File: src/rtl/mw8080_video_pkg.sv
// Shared timing constants, interrupt vectors and a window helper for the
// 8080-era bitmap video generator.
package mw8080_video_pkg;

  localparam logic [8:0] H_ACT_START = 9'd8;
  localparam logic [8:0] H_ACT_END   = 9'd263;
  localparam logic [8:0] HSYNC_START = 9'd272;
  localparam logic [8:0] HSYNC_END   = 9'd303;
  localparam logic [8:0] FETCH_END   = 9'd256;

  // Vertical sync sits a fixed distance below the last visible line:
  // lines 236..239 with the default 224 visible lines.
  localparam int VSYNC_OFS   = 12;
  localparam int VSYNC_LINES = 4;

  typedef enum logic [7:0] {
    VEC_NONE = 8'h00,
    VEC_RST1 = 8'hCF,
    VEC_RST2 = 8'hD7
  } int_vec_e;

  function automatic logic in_window(input logic [8:0] val,
                                     input logic [8:0] lo,
                                     input logic [8:0] hi);
    return (val >= lo) && (val <= hi);
  endfunction

endpackage

File: src/rtl/mw8080_int_ctrl.sv
// Interrupt request latch: a new frame event always wins over a pending
// request or a simultaneous acknowledge.
module mw8080_int_ctrl
  import mw8080_video_pkg::*;
(
  input  logic       clk_sys,
  input  logic       reset,
  input  logic       ev_mid,
  input  logic       ev_vblank,
  input  logic       int_ack,
  output logic       int_req,
  output logic [7:0] int_vec
);

  int_vec_e vec_q;

  // NOTE: state registers use non-blocking assignments so every flop samples
  // the values present before the edge, independent of process ordering.
  always_ff @(posedge clk_sys) begin
    if (reset) begin
      int_req <= 1'b0;
      vec_q   <= VEC_NONE;
    end else if (ev_mid) begin
      int_req <= 1'b1;
      vec_q   <= VEC_RST1;
    end else if (ev_vblank) begin
      int_req <= 1'b1;
      vec_q   <= VEC_RST2;
    end else if (int_ack) begin
      int_req <= 1'b0;
    end
  end

  assign int_vec = vec_q;

endmodule

File: src/rtl/mw8080_video_gen.sv
// Bitmap video generator: raster counters, byte fetch from video RAM,
// LSB-first pixel shifter, sync/blank generation and frame interrupts.
module mw8080_video_gen
  import mw8080_video_pkg::*;
#(
  parameter int H_TOTAL  = 320,
  parameter int V_TOTAL  = 262,
  parameter int V_ACTIVE = 224,
  parameter int MID_LINE = 96
) (
  input  logic        clk_sys,
  input  logic        reset,
  input  logic        ce_pix,
  output logic [12:0] ram_addr,
  output logic        ram_rd,
  input  logic [7:0]  ram_data,
  output logic        video,
  output logic        hsync_n,
  output logic        vsync_n,
  output logic        hblank,
  output logic        vblank,
  output logic        int_req,
  output logic [7:0]  int_vec,
  input  logic        int_ack
);

  localparam logic [8:0] H_LAST   = 9'(H_TOTAL - 1);
  localparam logic [8:0] V_LAST   = 9'(V_TOTAL - 1);
  localparam logic [8:0] V_ACT    = 9'(V_ACTIVE);
  localparam logic [8:0] V_MID    = 9'(MID_LINE);
  localparam logic [8:0] VS_FIRST = 9'(V_ACTIVE + VSYNC_OFS);
  localparam logic [8:0] VS_LAST  = 9'(V_ACTIVE + VSYNC_OFS + VSYNC_LINES - 1);

  logic [8:0] hcount, vcount;
  logic [8:0] h_next, v_next;
  logic [7:0] hold_q, shift_q;
  logic       rd_d;
  logic       fetch, load, act_next, ev_mid, ev_vblank;

  always_comb begin
    // NOTE: every always_comb output gets a default first so no path can
    // leave it unassigned and infer a latch.
    h_next = hcount + 9'd1;
    v_next = vcount;
    if (hcount == H_LAST) begin
      h_next = '0;
      v_next = (vcount == V_LAST) ? '0 : vcount + 9'd1;
    end
  end

  // Decisions use the count present during the ce_pix; registered outputs
  // are computed from the count that ce_pix moves to, so both stay aligned.
  assign fetch     = ce_pix && (hcount[2:0] == 3'd0) && (hcount < FETCH_END) && (vcount < V_ACT);
  assign load      = (hcount[2:0] == 3'd7);
  assign act_next  = in_window(h_next, H_ACT_START, H_ACT_END) && (v_next < V_ACT);
  assign ev_mid    = ce_pix && (hcount == '0) && (vcount == V_MID);
  assign ev_vblank = ce_pix && (hcount == '0) && (vcount == V_ACT);

  always_ff @(posedge clk_sys) begin
    if (reset) begin
      hcount   <= '0;
      vcount   <= '0;
      // NOTE: the pixel holding and shift registers are cleared on reset so a
      // restarted frame can never display a stale byte.
      hold_q   <= '0;
      shift_q  <= '0;
      rd_d     <= 1'b0;
      ram_rd   <= 1'b0;
      ram_addr <= '0;
      video    <= 1'b0;
      hsync_n  <= 1'b1;
      vsync_n  <= 1'b1;
      hblank   <= 1'b1;
      vblank   <= 1'b0;
    end else begin
      rd_d   <= ram_rd;
      ram_rd <= fetch;
      if (fetch) ram_addr <= {vcount[7:0], hcount[7:3]};
      if (rd_d)  hold_q   <= ram_data;
      if (ce_pix) begin
        hcount  <= h_next;
        vcount  <= v_next;
        shift_q <= load ? hold_q : {1'b0, shift_q[7:1]};
        video   <= act_next && (load ? hold_q[0] : shift_q[1]);
        hblank  <= !in_window(h_next, H_ACT_START, H_ACT_END);
        vblank  <= (v_next >= V_ACT);
        hsync_n <= !in_window(h_next, HSYNC_START, HSYNC_END);
        vsync_n <= !in_window(v_next, VS_FIRST, VS_LAST);
      end
    end
  end

  mw8080_int_ctrl u_int_ctrl (
    .clk_sys   (clk_sys),
    .reset     (reset),
    .ev_mid    (ev_mid),
    .ev_vblank (ev_vblank),
    .int_ack   (int_ack),
    .int_req   (int_req),
    .int_vec   (int_vec)
  );

endmodule

File: config.mk
export PLATFORM = sky130hd
export DESIGN_NAME = mw8080_video_gen
export DESIGN_NICKNAME = d
export VERILOG_FILES = /design/src/rtl/mw8080_video_pkg.sv /design/src/rtl/mw8080_int_ctrl.sv /design/src/rtl/mw8080_video_gen.sv
export SDC_FILE = /design/constraint.sdc
export NUM_CORES = 1
export LEC_CHECK = 0
export ABC_CLOCK_PERIOD_IN_PS = 3200
export BUFFER_PORTS_ARGS = -buffer_cell sky130_fd_sc_hd__buf_2
export CAP_MARGIN = 20
export CORE_UTILIZATION = 35
export CTS_CLUSTER_DIAMETER = 30
export DETAILED_ROUTE_END_ITERATION = 10
export GPL_TIMING_DRIVEN = 0
export SETUP_SLACK_MARGIN = 0.02
export SLEW_MARGIN = 20
export SYNTH_ARGS = -nofsm -noshare
export SYNTH_HDL_FRONTEND = slang
export SYNTH_SLANG_ARGS = --single-unit
File: constraint.sdc
create_clock -name clk_sys -period 3.2 [get_ports clk_sys]
set_clock_uncertainty 0.2 [all_clocks]
set_input_delay 0.16 -clock clk_sys [delete_from_list [all_inputs] [get_ports clk_sys]]
set_output_delay 0.16 -clock clk_sys [all_outputs]
set_load 0.005 [all_outputs]
==> results of run 1 <==
placed cells by master (no fill, tap or decap), types with 3 or more instances in the layout:
cell type / count
ha_1: 6
a21oi_1: 19
xor2_1: 3
nor3_1: 11
clkbuf_8: 9
a31oi_1: 6
buf_2: 42
nand2_1: 15
inv_1: 7
and2_1: 3
nor4_1: 3
dlygate4sd3_1: 11
mux2i_1: 29
nand2b_1: 5
nor2_1: 62
xnor2_1: 3
nand3_1: 9
a211oi_1: 9
and3_1: 3
clkbuf_1: 13
buf_4: 10
dfxtp_1: 57
o21ai_0: 9
nor2b_1: 4
nand4_1: 4
critical path: cells and delay by family, from the launching register on:
family | cells | cell delay, ns
buffers and inverters | 2 | 0.36
DFF | 1 | 0.44
AOI/OAI and AO/OA | 1 | 0.16
and+or+nand+nor | 4 | 1.24
adders and majority gates | 1 | 0.20
area by class of cell:
type,instances,area (µm²),area share
buffer,33,190,0.0539
clock buffer,9,124,0.0351
clock inverter,7,93.8,0.0266
inverter,7,26.3,0.00745
multi-input combinational,240,1530,0.434
sequential,57,1140,0.323
tap,102,128,0.0362
timing repair buffer,48,295,0.0837
stage by stage:
step / total power, mW / std cells
global route: 1.65 / 503
floorplan: 0.814 / 337
CTS: 1.60 / 503
detailed placement: 0.844 / 476
finish: 1.58 / 503
global placement: 0.843 / 476
worst min-delay path by stage:
stage,cells after the start,slack (ns),endpoint
2_1_floorplan,2,0.11,hold_q[0]
3_3_place_gp,3,0.20,hold_q[1]
3_5_place_dp,3,0.21,hold_q[3]
4_1_cts,2,0.26,video
5_1_grt,1,0.29,rd_d
6_report,2,0.25,video
logic make-up after synthesis:
| logic type | after synthesis | synth area share |
|---|---|---|
| mux | 29 | 0.101 |
| compound gates | 58 | 0.134 |
| other cells | 1 | 0.00130 |
| fa+ha+maj | 6 | 0.0260 |
| simple gates | 140 | 0.250 |
| buf+inv | 40 | 0.0750 |
| xor+xnor | 6 | 0.0182 |
| flops | 57 | 0.395 |
power breakdown:
group	internal, mW	total, mW	leakage [nW]	switching, mW
sequential	0.724	0.736	0.462	0.0123
clock	0.438	0.739	0.106	0.302
combinational	0.0463	0.103	0.822	0.0563
per-layer routing:
layer	wire [µm]	vias to the layer above
met3	298	12
met4	106	0
met1	3360	1214
li1	-	1293
met2	3150	59
met5	0	-
flip-flops by register name, summed over array words and instances (netlist names):
signal	flops
hold_q	8
rd_d	1
vsync_n	1
vblank	1
video	1
hcount	9
u_int_ctrl.int_vec	3
ram_addr	13
hsync_n	1
vcount	9
shift_q	7
hblank	1
u_int_ctrl.int_req	1
ram_rd	1
==> out/qor.csv, run 1 <==
stage;metric;value;unit
outcome;outcome;complete, no violations;
hold_path;hp-class;flop to flop;
clock_network;root_buffer;clkbuf_8;
clock_network;clk_latency;0.34;ns
cells_and_area;nFillCells;820;
placement;io_buffers;37;
cells_and_area;antenna_cells;0;
critical_path;startpoint_type;flop;
critical_path;endpoint;vcount[3];
detailed_routing;remaining_drc_errors;0;
critical_path;cp.arrival;2.75;ns
floorplanning;start_util;0.368;
critical_path;max_stage_delay;0.66;ns
sta;finalSetupViolCount;0;
detailed_routing;via_per_inst;5.13;
global_routing;overflow;0;
sta;fin_crit_sh;0.841;
detailed_routing;routed_wl;6.91;mm
flow_run;maxCapViolations;0;
logic_synthesis;synthTopCellsByCount;nor2_1 (62), dfxtp_1 (57), mux2i_1 (29);
clock_network;post_cts_buffers;0;
global_routing;gr-usage-met1;0.230;
logic_synthesis;syn_avg_cell_area;8.57;µm²
floorplanning;pin_count;40;
cells_and_area;area.growth.synth_to_final;22.2;%
global_routing;grt_usage;0.171;
critical_path;rr_worst_depth;8;
global_routing;antenna_found_initial;0;
clock_network;cts_tree;built;
cells_and_area;final_area;3530;µm²
floorplanning;fp.dieH;92.8;µm
critical_path;cp_max_fo;10;
sta;hold_viol;0;
logic_synthesis;synth_edf_count;0;
detailed_routing;vias;2578;
floorplanning;rows;32;
clock_network;clkSlewWorstSetupHoldPaths;0.07;ns
critical_path;crit_chain;ha_1 -> buf_2 -> and2_2 -> and4_4 -> buf_4 -> nand2_2 -> or4_2 -> a21oi_1;
pwr;power.density;447;nW/µm²
global_routing;grt_pass1_wl;11.6;mm
logic_synthesis;yosysWarnings;0;
detailed_routing;wl_per_cell;13.7;µm
critical_path;rrSetupSlack;0.51;ns
logic_synthesis;post-synth-top-count-cell;nor2_1;
detailed_routing;drt_iter0_markers;121;
logic_synthesis;synth_cells;337;
logic_synthesis;ys_seq_area_frac;0.395;
logic_synthesis;ys.flop_type;dfxtp_1;
placement;gp_congestion;0.940;
placement;detailed_place_hpwl;4.85;mm
logic_synthesis;synth.area.top_cells;dfxtp_1 (40%), mux2i_1 (10%), nor2_1 (8.1%);
global_routing;met3_usage;0.0435;
critical_path;r2r_start;hcount[0];
critical_path;startpoint;hcount[0];
sta;fin_ws;0.508;ns
logic_synthesis;synth_area;2890;µm²
floorplanning;fp.coreArea;7850;µm²
cells_and_area;drive_above_1_share;0.217;
clock_network;cts_resized;0;
sta;worst_pin_slew;0.656;ns
detailed_routing;ant_nets;0;
placement;post-place-ws;0.533;ns
sta;max_freq;0.372;GHz
clock_network;cts_made_buffers;9;
sta;tns;0;ns
sta;slew_headroom;0.563;
cells_and_area;num-nets-final;414;
floorplanning;die_w;92.8;µm
logic_synthesis;yosys.area.top_type;dfxtp_1;
critical_path;path_class;flop to flop;
pwr;power_leakage;1.39;nW
clock_network;clock-sinks;57;
sta;hold-worst-slack;0.254;ns
placement;placed_cell_area;3200;µm²
logic_synthesis;synthDistinctLibCells;58;
global_routing;grt_busiest_layer;met2;
detailed_routing;first_pass_iters;4;
sta;rsz0062_at_grt;false;
critical_path;cp-end-kind;flop;
critical_path;crit_required;3.26;ns
logic_synthesis;async_reset_ff_frac;0;
clock_network;htreeDepth;3;
logic_synthesis;syn-num-nets;355;
logic_synthesis;synth-seq-cells;57;
global_routing;grt_start_max_net_pins;12;
hold_path;min_from;video;
sta;final_max_slew_viol_count;0;
clock_network;cts_buffer_depth;2;
floorplanning;dieArea;8620;µm²
clock_network;cts_hold_buf;11;
global_routing;use_met2;0.264;
global_routing;grt_pass1_vias;2356;
critical_path;regToRegEndpoint;vcount[3];
pwr;vdd_drop_max;0.214;mV
logic_synthesis;synth_top_area_frac;0.395;
sta;finalCriticalPeriod;2.69;ns
cells_and_area;utilization;0.450;
critical_path;slowest_stage;or4_2;
No activity file was read; power rests on OpenSTA's default activity.
==> inputs of run 2 (changes only) <==
Settings changed: ABC_CLOCK_PERIOD_IN_PS 3200 to 2750.
Clock period 3.2 ns to 2.75 ns, I/O delays scaled along.
==> run 2 against run 1 <==
Against the previous run: utilization is 0.35 points higher; hold slack about the same; critical path depth is the same; via count up 0.58%; maximum frequency rose by 2.6%; register-to-register slack lost 0.38 ns; critical path type unchanged; critical endpoint is now hblank; largest cell class unchanged.
==> out/qor.csv, run 2 (synthesis gave the netlist of run 1 again) <==
stage;metric;value;unit;change
hold_path;hp-class;flop to flop;;unchanged
critical_path;path_class;flop to flop;;unchanged
pwr;seqPwrFrac;0.466;;was 0.467
critical_path;rr_worst_depth;8;;unchanged
sta;worst_pin_slew;0.703;ns;was 0.656 ns
critical_path;cp-end-kind;flop;;unchanged
critical_path;max_stage_delay;0.63;ns;was 0.66 ns
clock_network;root_buffer;clkbuf_8;;unchanged
detailed_routing;ant_nets;0;;unchanged
cells_and_area;num-nets-final;414;;unchanged
pwr;p_total;1.84;mW;was 1.58 mW
cells_and_area;drive_above_1_share;0.232;;was 0.217
sta;finalSetupViolCount;0;;unchanged
outcome;outcome;complete, no violations;;unchanged
floorplanning;pin_count;40;;unchanged
floorplanning;start_util;0.368;;unchanged
detailed_routing;routed_wl;7.00;mm;was 6.91 mm
detailed_routing;first_pass_iters;4;;unchanged
clock_network;clkSlewWorstSetupHoldPaths;0.07;ns;about the same
sta;fin_crit_sh;0.954;;was 0.841
sta;max_freq;0.381;GHz;was 0.372 GHz
critical_path;rrSetupSlack;0.13;ns;was 0.51 ns
detailed_routing;via_per_inst;5.16;;was 5.13
critical_path;cp_max_fo;8;;was 10
detailed_routing;remaining_drc_errors;0;;unchanged
detailed_routing;wl_per_cell;13.9;µm;was 13.7 µm
floorplanning;fp.coreArea;7850;µm²;unchanged
placement;io_buffers;37;;unchanged
pwr;pwr-share-comb;0.065;;about the same
global_routing;overflow;0;;unchanged
cells_and_area;largestRegisters;ram_addr (13), hcount (9), vcount (9);;unchanged
clock_network;clk_latency;0.34;ns;about the same
critical_path;cp.arrival;2.65;ns;was 2.75 ns
global_routing;grt_pass1_vias;2356;;unchanged
pwr;power_switching;431;µW;was 370 µW
global_routing;grt_pass1_wl;11.6;mm;unchanged
detailed_routing;vias;2593;;was 2578
clock_network;htreeDepth;3;;unchanged
placement;gp_congestion;0.940;;unchanged
critical_path;startpoint;hcount[0];;unchanged
cells_and_area;antenna_cells;0;;unchanged
critical_path;startpoint_type;flop;;unchanged
clock_network;cts_made_buffers;9;;unchanged
detailed_routing;drt_iter0_markers;103;;was 121
sta;hold-worst-slack;0.254;ns;about the same
global_routing;grt_usage;0.171;;unchanged
pwr;internal-power;1.41;mW;was 1.21 mW
critical_path;crit_chain;ha_1 -> buf_2 -> or4b_2 -> nor3_2 -> o32ai_2 -> mux2i_1 -> a22oi_1 -> a211o_1;;was ha_1 -> buf_2 -> and2_2 -> and4_4 -> buf_4 -> nand2_2 -> or4_2 -> a21oi_1
clock_network;cts_buffer_depth;2;;unchanged
critical_path;slowest_stage;or4b_2;;was or4_2
sta;finalCriticalPeriod;2.62;ns;was 2.69 ns
cells_and_area;largest_register_ffs;13;;unchanged
global_routing;gr-usage-met1;0.230;;unchanged
cells_and_area;final_area;3560;µm²;was 3530 µm²
placement;detailed_place_hpwl;4.85;mm;unchanged
clock_network;clock-sinks;57;;unchanged
global_routing;grt_start_max_net_pins;12;;unchanged
cells_and_area;regMostFlops;ram_addr;;unchanged
global_routing;antenna_found_initial;0;;unchanged
pwr;power.density;517;nW/µm²;was 447 nW/µm²
floorplanning;dieArea;8620;µm²;unchanged
cells_and_area;nFillCells;820;;unchanged
cells_and_area;final_cell_mix;nor2_1 (62), dfxtp_1 (55), buf_2 (42), mux2i_1 (29), a21oi_1 (19);;was nor2_1 (62), dfxtp_1 (57), buf_2 (42), mux2i_1 (29), a21oi_1 (19)
cells_and_area;utilization;0.453;;was 0.450
clock_network;post_cts_buffers;0;;unchanged
sta;slew_headroom;0.527;;was 0.563
cells_and_area;area.growth.synth_to_final;23.1;%;was 22.2%
pwr;power_leakage;1.39;nW;about the same
floorplanning;rows;32;;unchanged
critical_path;regToRegEndpoint;hblank;;was vcount[3]
global_routing;met3_usage;0.0435;;unchanged
pwr;power_frac_clock;0.468;;about the same
pwr;p_sw_frac;0.235;;about the same
critical_path;endpoint;hblank;;was vcount[3]
global_routing;grt_busiest_layer;met2;;unchanged
sta;final_max_slew_viol_count;0;;unchanged
clock_network;cts_tree;built;;unchanged
cells_and_area;final_common_cell;nor2_1;;unchanged
placement;placed_cell_area;3200;µm²;unchanged
sta;tns;0;ns;unchanged
critical_path;r2r_start;hcount[0];;unchanged
pwr;vdd_drop_max;0.250;mV;was 0.214 mV
floorplanning;fp.dieH;92.8;µm;unchanged
critical_path;crit_required;2.78;ns;was 3.26 ns
flow_run;maxCapViolations;0;;unchanged
global_routing;use_met2;0.264;;unchanged
floorplanning;die_w;92.8;µm;unchanged
sta;hold_viol;0;;unchanged
run 2: timing repair:
| action | 4_1_cts | 5_1_grt |
|---|---|---|
| endpoints found under the hold margin | 12 | 0 |
| endpoints found under the setup margin | 0 | 4 |
| resized for setup | 0 | 6 |
| hold buffers | 11 | 0 |
run 2: worst max-delay path, delay by kind of cell (launching register included):
family,cells,cell delay [ns]
mux,1,0.18
fa+ha+maj,1,0.21
compound gates,3,0.59
flops,1,0.35
buf+inv,1,0.17
simple gates,2,0.80
run 2: cell type report:
cell class                      count  area [µm²]  share of cell area
Timing Repair Buffer               48         295              0.0830
Sequential cell                    57        1140               0.322
Multi-Input combinational cell    240        1560               0.437
Inverter                            7        26.3             0.00739
Clock buffer                        9         124              0.0348
Clock inverter                      7        93.8              0.0264
Tap cell                          102         128              0.0359
Buffer                             33         190              0.0535
run 2: how the worst min path moves through the flow:
stage	from	to	depth (start not counted)
floorplan	ram_data[0]	hold_q[0]	2
global placement	ram_data[1]	hold_q[1]	3
detailed placement	ram_data[3]	hold_q[3]	3
CTS	video	video	2
global route	ram_rd	rd_d	1
finish	video	video	2
run 2: per-layer routing:
layer	routed length, µm	share of wire
met5	0	0
met4	90	0.013
met3	360	0.051
met2	3260	0.47
met1	3290	0.47
run 2: metrics by stage:
stage | setup WS [ns] | cells
floorplan | 0.318 | 337
global placement | 0.0990 | 476
detailed placement | 0.0826 | 476
CTS | 0.0725 | 503
global route | -0.00657 | 503
finish | 0.126 | 503
run 2: power groups by stage:
stage	combinational (mW)	clock (mW)	sequential, mW
after floorplan	0.0756	0	0.871
after global placement	0.106	0	0.875
after detailed placement	0.107	0	0.875
after CTS	0.120	0.880	0.857
after global routing	0.134	0.927	0.859
final	0.120	0.860	0.857
==> inputs of run 3 (changes only) <==
Settings changed: BUFFER_PORTS_ARGS -buffer_cell sky130_fd_sc_hd__buf_2 to -buffer_cell sky130_fd_sc_hd__buf_4.
==> run 3 against run 2 <==
Against the previous run: sequential power barely moved; hold slack improved by 0.013 ns; clock power rose by 4.1%; global-route usage rose by 0.14 points; final cell count did not move; setup slack improved by 0.021 ns; total power rose by 2.1%; via count fell by 1.2%; final area rose by 2.8%; combinational power rose by 4%; first-iteration DRC count rose by 58%; critical path type unchanged; largest cell class unchanged.
==> out/qor.csv, run 3 (synthesis gave the netlist of run 1 again) <==
stage;metric;value;unit;change
outcome;outcome;complete, no violations;;unchanged
floorplanning;start_util;0.368;;unchanged
floorplanning;rows;32;;unchanged
global_routing;grt_usage;0.173;;was 0.171
clock_network;cts_made_buffers;9;;unchanged
cells_and_area;final_cell_mix;nor2_1 (62), dfxtp_1 (55), buf_4 (47), mux2i_1 (29), a21oi_1 (19);;was nor2_1 (62), dfxtp_1 (55), buf_2 (42), mux2i_1 (29), a21oi_1 (19)
detailed_routing;wl_per_cell;13.8;µm;was 13.9 µm
placement;dp_cells;476;;unchanged
clock_network;clkSlewWorstSetupHoldPaths;0.07;ns;about the same
detailed_routing;vias;2563;;was 2593
detailed_routing;via_per_inst;5.10;;was 5.16
global_routing;antenna_found_initial;0;;unchanged
detailed_routing;ant_nets;0;;unchanged
floorplanning;fp.dieH;92.8;µm;unchanged
hold_path;hp-class;flop to flop;;unchanged
clock_network;cts_tree;built;;unchanged
clock_network;root_buffer;clkbuf_8;;unchanged
critical_path;crit_required;2.81;ns;was 2.78 ns
clock_network;clk_latency;0.34;ns;about the same
pwr;vdd_drop_max;0.333;mV;was 0.250 mV
flow_run;maxCapViolations;0;;unchanged
sta;max_freq;0.384;GHz;was 0.381 GHz
cells_and_area;regMostFlops;ram_addr;;unchanged
global_routing;overflow;0;;unchanged
critical_path;startpoint_type;flop;;unchanged
sta;finalCriticalPeriod;2.60;ns;was 2.62 ns
sta;finalSetupViolCount;0;;unchanged
global_routing;grt_pass1_wl;11.6;mm;about the same
floorplanning;die_w;92.8;µm;unchanged
global_routing;grt_start_max_net_pins;12;;unchanged
sta;tns;0;ns;unchanged
critical_path;cp-end-kind;flop;;unchanged
placement;detailed_place_hpwl;4.93;mm;was 4.85 mm
detailed_routing;first_pass_iters;4;;unchanged
pwr;power.density;513;nW/µm²;was 517 nW/µm²
sta;rsz0062_at_grt;false;;
cells_and_area;antenna_cells;0;;unchanged
cells_and_area;area.growth.synth_to_final;26.6;%;was 23.1%
critical_path;rrSetupSlack;0.15;ns;was 0.13 ns
detailed_routing;routed_wl;6.92;mm;was 7.00 mm
placement;gp_congestion;0.879;;was 0.940
sta;worst_pin_slew;0.609;ns;was 0.703 ns
critical_path;cp_max_fo;10;;was 8
detailed_routing;remaining_drc_errors;0;;unchanged
sta;hold-worst-slack;0.267;ns;was 0.254 ns
floorplanning;fp.coreArea;7850;µm²;unchanged
floorplanning;dieArea;8620;µm²;unchanged
clock_network;cts_buffer_depth;2;;unchanged
sta;slew_headroom;0.594;;was 0.527
clock_network;htreeDepth;3;;unchanged
sta;hold_viol;0;;unchanged
global_routing;grt_pass1_vias;2429;;was 2356
sta;fin_crit_sh;0.946;;was 0.954
detailed_routing;drt_iter0_markers;163;;was 103
placement;io_buffers;37;;unchanged
floorplanning;pin_count;40;;unchanged
cells_and_area;largest_register_ffs;13;;unchanged
sta;final_max_slew_viol_count;0;;unchanged
cells_and_area;final_area;3650;µm²;was 3560 µm²
pwr;power_leakage;1.43;nW;was 1.39 nW
critical_path;cp.arrival;2.67;ns;was 2.65 ns
placement;placed_cell_area;3290;µm²;was 3200 µm²
critical_path;path_class;flop to flop;;unchanged
cells_and_area;final_common_cell;nor2_1;;unchanged
clock_network;clock-sinks;57;;unchanged
cells_and_area;num-nets-final;414;;unchanged
cells_and_area;largestRegisters;ram_addr (13), hcount (9), vcount (9);;unchanged
cells_and_area;final_cells;503;;unchanged
cells_and_area;drive_above_1_share;0.227;;was 0.232
==> run 3: final timing paths <==
check	start	end	cells past startpoint
min reg2reg	shift_q[7]	shift_q[7]	2
max reg2reg	hcount[0]	vcount[3]	8
min	shift_q[7]	shift_q[7]	2
max	hcount[0]	vcount[3]	8
==> run 3: stage by stage <==
stage               setup slack, ns  power, mW   util
floorplan                     0.318      0.947      -
global placement              0.110      0.986  0.420
detailed placement           0.0773      0.989  0.420
CTS                          0.0658       1.89  0.463
global route                 0.0328       1.95  0.466
finish                        0.147       1.88  0.466
==> run 3: final cells by class <==
cell class / instances / area [µm²]
buffer: 33 / 190
clock buffer: 10 / 138
clock inverter: 6 / 88.8
fill: 808 / 4190
inverter: 7 / 26.3
multi-input combinational: 240 / 1550
sequential: 57 / 1140
tap: 102 / 128
timing repair buffer: 48 / 388
==> run 3: repair_timing <==
| action | in CTS | in global routing |
|---|---|---|
| resized for setup | 0 | 6 |
| buffers inserted | 0 | 0 |
| endpoints found under the hold margin | 12 | 0 |
| setup endpoints to repair | 0 | 3 |
| hold buffers | 11 | 0 |
==> run 3: layer usage <==
layer / up-vias / routed length (µm) / global-route usage
met1: 1196 / 3320 / 0.219
met3: 9 / 308 / 0.0460
met2: 56 / 3210 / 0.277
met4: 0 / 89 / 0.0679
li1: 1302 / - / -
met5: - / 0 / 0
==> run 3: power breakdown <==
group	switching, mW	internal, mW	leakage, nW	total, mW
sequential	0.0141	0.843	0.463	0.857
combinational	0.0656	0.0595	0.855	0.125
clock	0.359	0.536	0.109	0.895
total	0.438	1.44	1.43	1.88
==> run 3: critical path: stages, from the launching register on <==
cell and delay (ns):
dfxtp_2 0.38, ha_1 0.18, buf_2 0.20, and2_2 0.20
and4_4 0.25, buf_4 0.17, nand2_2 0.13, or4_2 0.66
a21oi_1 0.16
